File: src/rtl/cbus2apb.sv
// cbus2apb: single-outstanding CBUS slave to APB3/APB4 master bridge.
// Define CBUS2APB_TIMEOUT_EN to abort APB accesses stuck in wait states.
module cbus2apb #(
    parameter int          ADDRW    = 8,
    parameter int          TOUT_W   = 8,
    parameter logic [31:0] ERR_DATA = 32'hDEAD_BEEF
) (
    input  logic             cbus_s_clk,
    input  logic             cbus_s_rst_n,
    input  logic             cbus_s_req,
    input  logic             cbus_s_cmd,
    input  logic [ADDRW-1:0] cbus_s_address,
    input  logic [31:0]      cbus_s_wdata,
    input  logic [3:0]       cbus_s_byten,
    input  logic [9:0]       cbus_s_bytecnt,
    input  logic             cbus_s_first,
    input  logic             cbus_s_last,
    output logic [31:0]      cbus_s_rdatap,
    output logic             cbus_s_rresp,
    output logic             cbus_s_waccept,
    output logic             cbus_s_err,
    output logic [ADDRW-1:0] apb_paddr,
    output logic             apb_psel,
    output logic             apb_penable,
    output logic             apb_pwrite,
    output logic [31:0]      apb_pwdata,
    output logic [3:0]       apb_pstrb,
    input  logic [31:0]      apb_prdata,
    input  logic             apb_pready,
    input  logic             apb_pslverr
);
    typedef enum logic [1:0] {IDLE, SETUP, ACCESS, RESP} state_t;

    state_t             state_q, state_d;
    logic [ADDRW-1:0]   paddr_q, paddr_d;
    logic [31:0]        pwdata_q, pwdata_d, rdatap_q, rdatap_d;
    logic [3:0]         pstrb_q, pstrb_d;
    logic               pwrite_q, pwrite_d, psel_q, psel_d, penable_q, penable_d;
    logic               rresp_q, rresp_d, waccept_q, waccept_d, err_q, err_d;
    logic               cap, legal, timeout;

    assign cap   = state_q == IDLE && cbus_s_req;
    assign legal = cbus_s_first && cbus_s_last && cbus_s_bytecnt == 10'd4;

`ifdef CBUS2APB_TIMEOUT_EN
    logic [TOUT_W-1:0] cnt_q, cnt_d;
    assign timeout = cnt_q == '1;
    assign cnt_d   = state_d == SETUP ? '0
                   : (state_q == ACCESS && !apb_pready) ? cnt_q + 1'b1 : cnt_q;
    always_ff @(posedge cbus_s_clk or negedge cbus_s_rst_n)
        if (!cbus_s_rst_n) cnt_q <= '0;
        else               cnt_q <= cnt_d;
`else
    logic [TOUT_W-1:0] tout_unused;
    assign tout_unused = '0;
    assign timeout     = 1'b0;
`endif

    always_comb begin
        state_d = state_q;
        case (state_q)
            IDLE:    if (cbus_s_req) state_d = legal ? SETUP : RESP;
            SETUP:   state_d = ACCESS;
            ACCESS:  if (apb_pready || timeout) state_d = RESP;
            default: state_d = IDLE;
        endcase
    end

    // Outputs are computed from the next state so every port comes straight from a flop.
    always_comb begin
        paddr_d   = cap ? cbus_s_address : paddr_q;
        pwrite_d  = cap ? !cbus_s_cmd : pwrite_q;
        pwdata_d  = cap ? cbus_s_wdata : pwdata_q;
        pstrb_d   = cap ? (cbus_s_cmd ? 4'h0 : cbus_s_byten) : pstrb_q;
        psel_d    = state_d == SETUP || state_d == ACCESS;
        penable_d = state_d == ACCESS;
        rresp_d   = state_d == RESP && !pwrite_d;
        waccept_d = state_d == RESP && pwrite_d;
        err_d     = state_d == RESP && (state_q == IDLE || !apb_pready || apb_pslverr);
        rdatap_d  = rresp_d ? (err_d ? ERR_DATA : apb_prdata) : rdatap_q;
    end

    always_ff @(posedge cbus_s_clk or negedge cbus_s_rst_n)
        if (!cbus_s_rst_n) begin
            state_q   <= IDLE;
            paddr_q   <= '0;
            pwrite_q  <= 1'b0;
            pwdata_q  <= '0;
            pstrb_q   <= '0;
            psel_q    <= 1'b0;
            penable_q <= 1'b0;
            rresp_q   <= 1'b0;
            waccept_q <= 1'b0;
            err_q     <= 1'b0;
            rdatap_q  <= '0;
        end else begin
            state_q   <= state_d;
            paddr_q   <= paddr_d;
            pwrite_q  <= pwrite_d;
            pwdata_q  <= pwdata_d;
            pstrb_q   <= pstrb_d;
            psel_q    <= psel_d;
            penable_q <= penable_d;
            rresp_q   <= rresp_d;
            waccept_q <= waccept_d;
            err_q     <= err_d;
            rdatap_q  <= rdatap_d;
        end

    assign apb_paddr      = paddr_q;
    assign apb_pwrite     = pwrite_q;
    assign apb_pwdata     = pwdata_q;
    assign apb_pstrb      = pstrb_q;
    assign apb_psel       = psel_q;
    assign apb_penable    = penable_q;
    assign cbus_s_rresp   = rresp_q;
    assign cbus_s_waccept = waccept_q;
    assign cbus_s_err     = err_q;
    assign cbus_s_rdatap  = rdatap_q;
endmodule

File: config.mk
export PLATFORM = sky130hd
export DESIGN_NAME = cbus2apb
export DESIGN_NICKNAME = d
export VERILOG_FILES = /design/src/rtl/cbus2apb.sv
export SDC_FILE = /design/constraint.sdc
export NUM_CORES = 1
export LEC_CHECK = 0
export ABC_CLOCK_PERIOD_IN_PS = 4300
export BUFFER_PORTS_ARGS = -buffer_cell sky130_fd_sc_hd__buf_2
export CAP_MARGIN = 20
export CELL_PAD_IN_SITES_DETAIL_PLACEMENT = 1
export CELL_PAD_IN_SITES_GLOBAL_PLACEMENT = 1
export CORE_ASPECT_RATIO = 1.25
export CORE_MARGIN = 2
export CORE_UTILIZATION = 39
export CTS_BUF_LIST = sky130_fd_sc_hd__clkbuf_4 sky130_fd_sc_hd__clkbuf_8
export DETAILED_ROUTE_END_ITERATION = 8
export GPL_ROUTABILITY_DRIVEN = 1
export MAX_ROUTING_LAYER = met4
export PLACE_DENSITY = 0.87
export SLEW_MARGIN = 20
export SYNTH_ARGS = -nofsm -noshare
export SYNTH_HDL_FRONTEND = slang
export SYNTH_SLANG_ARGS = --single-unit
File: constraint.sdc
create_clock -name cbus_s_clk -period 4.3 [get_ports cbus_s_clk]
set_clock_uncertainty 0.15 [all_clocks]
set_input_delay 0.215 -clock cbus_s_clk [delete_from_list [all_inputs] [get_ports cbus_s_clk]]
set_output_delay 0.215 -clock cbus_s_clk [all_outputs]
set_load 0.02 [all_outputs]
==> results.cfg <==
[status]
status = completed

[timing]
worst_pin_slew_ns = 0.977
fin_crit_ns = 3.15
slew-limit-headroom_pct = 34.9
fmax_mhz = 318
setup_tns_ns = 0
finalHoldViolCount = 0
period_share_pct = 73.2
drv_slew = 0
setup_viol_count_final = 0
rsz0062_at_grt = false

[worst_setup_path]
reg2reg_from = state_q[0]$_DFF_PN0_
critPathCaptureType = flop
path_class = reg2reg
worstSetupStartpoint = state_q[0]$_DFF_PN0_
worstPathRequired_ns = 4.43
rrSetupSlack_ns = 1.15
worstPathMaxFanout = 28
crit_arrival_ns = 3.28
worstSetupStartpointType = flop

[floorplan]
rows = 38
dieArea_um2 = 9880
start_util_pct = 40.6
die_x_um = 89.3
ioPinCount = 176
die_h_um = 111
core_area_um2 = 8750

[job]
drv_cap = 0

[logic_synthesis]
synth_flop_cell = dfrtp_1
avgSynthCellArea_um2 = 14.3
synthesis.nets = 347
syn_inst = 248
synthTopCellsByArea = dfrtp_1 (59%), mux2_2 (14%), mux2_4 (8.9%), nand2b_1 (4.9%), mux2i_1 (2.3%)
synth_top_area_share_pct = 59.2
yosysWarningCount = 0
async_reset_ff_share_pct = 100
syn_area_um2 = 3550
synth_top_cell_by_area = dfrtp_1
synthTopCellsByCount = dfrtp_1 (84), mux2_2 (43), nand2b_1 (28)
ys_seq_area_share_pct = 59.2
synth_edf_count = 0
synth-seq-cells = 84
synth_most_common_cell = dfrtp_1
post_synth_num_cell_types = 26

[clock_tree]
worstSkewPairLatency_ns = 0.36
clockBufferDepth = 2
numCtsBuffers = 9
clockRootBuffer = clkbuf_8
cts_resized = 0
cts_max_level = 3
cts.sinks = 84
cts_tree = done
clkTransAtPathRegs_ns = 0.08

[route]
drt.antenna.violating_nets = 0
drt_iter0_drc = 86
viasPerCell = 4.76
drtPass1Iterations = 4
route.detailed.drc = 0
finalWirelength_mm = 10.8
num_vias = 2868
wire_per_inst_um = 18.0

[grt]
grt-ovfl-total = 0
antenna_found_initial = 0
grt_max_degree = 45
grt_pass1_vias = 3291
grt_usage_pct = 23.1
grt_first_pass_wirelength_mm = 16.5

[finish]
utilization_pct = 60.2
num-nets-final = 577
antennaDiodeCount = 0
syn2layout_area_growth_pct = 48.3
fillers = 948
drive_above_1_share_pct = 54.2

[placement]
gp_congestion = 0.830
hpwl_mm = 6.67
portBuffers = 175

[pwr]
ir_drop_mv = 0.355
power.density_nw_per_um2 = 743
p_total_mw = 3.91
p_leak_nw = 2.47

[min_path]
min_path_type = in2reg
min-delay-start = cbus_s_cmd
final cells by class:
class	instances	area, um2	area share, %
Multi-Input combinational cell	139	1320	25.0
Sequential cell	84	2100	39.9
Inverter	13	48.8	0.927
Tap cell	120	150	2.85
Timing Repair Buffer	231	1430	27.2
Clock buffer	9	124	2.35
Clock inverter	7	91.3	1.74
critical path: stages (launching register included):
cell,delay [ns]
dfrtp_1,0.41
inv_1,0.09
ha_1,0.31
nand2_1,0.23
a31o_2,0.27
inv_1,0.07
ha_1,0.18
o211a_2,0.82
buf_4,0.32
mux2i_1,0.21
where the power goes:
group	switching, mW	leakage, nW	internal (mW)
sequential	0.234	0.957	1.18
clock	0.283	0.109	0.325
combinational	1.07	1.41	0.818
logic make-up after synthesis:
logic type,Yosys count,synth area share (%)
simple gates,51,8.39
mux,72,24.8
buf+inv,25,3.84
compound gates,11,1.97
fa+ha+maj,5,1.76
flops,84,59.2
cells in the final DEF, fill, tap and decap left out, types with 2 or more instances in the layout:
master and instances:
buf_4 4, clkbuf_8 9, o21ai_0 6, ha_1 5, nand2_1 14, clkinv_2 3, buf_2 174, dlygate4sd3_1 53
nand2b_1 28, dfrtp_1 84, bufinv_16 2, mux2_2 43, mux2i_1 8, inv_1 13, mux2_4 21
what timing repair did:
item	4_1_cts	5_1_grt
hold buffers	53	0
setup buffers	0	0
setup endpoints to repair	0	0
endpoints found under the hold margin	92	0
layer usage:
metal | part of all wire [%] | global-route usage (%) | wire length (um)
met1 | 36 | 23.7 | 3880
met2 | 54 | 40.6 | 5890
met3 | 6.6 | 5.38 | 718
met4 | 3.2 | 10.2 | 343
met5 | 0 | - | 0
sequential cells by signal, indices dropped and copies added (netlist names):
register	flops
apb_pwdata	32
cbus_s_rresp	1
apb_penable	1
apb_pstrb	4
apb_pwrite	1
cbus_s_waccept	1
cbus_s_err	1
apb_psel	1
cbus_s_rdatap	32
state_q	2
apb_paddr	8
path summary, 6_finish.rpt:
| path | cells after the start | end |
|---|---|---|
| max | 9 | cbus_s_rdatap[4]$_DFFE_PN0P_ |
| min | 3 | apb_pstrb[2]$_DFFE_PN0P_ |
| max reg2reg | 9 | cbus_s_rdatap[4]$_DFFE_PN0P_ |
| min reg2reg | 2 | apb_pstrb[1]$_DFFE_PN0P_ |
| max in group asynchronous | 3 | apb_pwdata[29]$_DFFE_PN0P_ |
| min in group asynchronous | 2 | apb_paddr[2]$_DFFE_PN0P_ |
metrics by stage:
| step | instance area, um2 | std cells | hold WS (ns) | setup WS [ns] |
|---|---|---|---|---|
| floorplan | 3550 | 248 | -0.231 | 2.01 |
| global placement | 4520 | 534 | 0.0624 | 1.32 |
| detailed placement | 4520 | 534 | 0.0787 | 1.11 |
| CTS | 5260 | 603 | 0.00242 | 1.08 |
| global route | 5260 | 603 | 0.00106 | 0.829 |
| finish | 5260 | 603 | 0.00940 | 1.15 |
Note: power is estimated with default switching activity, not from simulation.
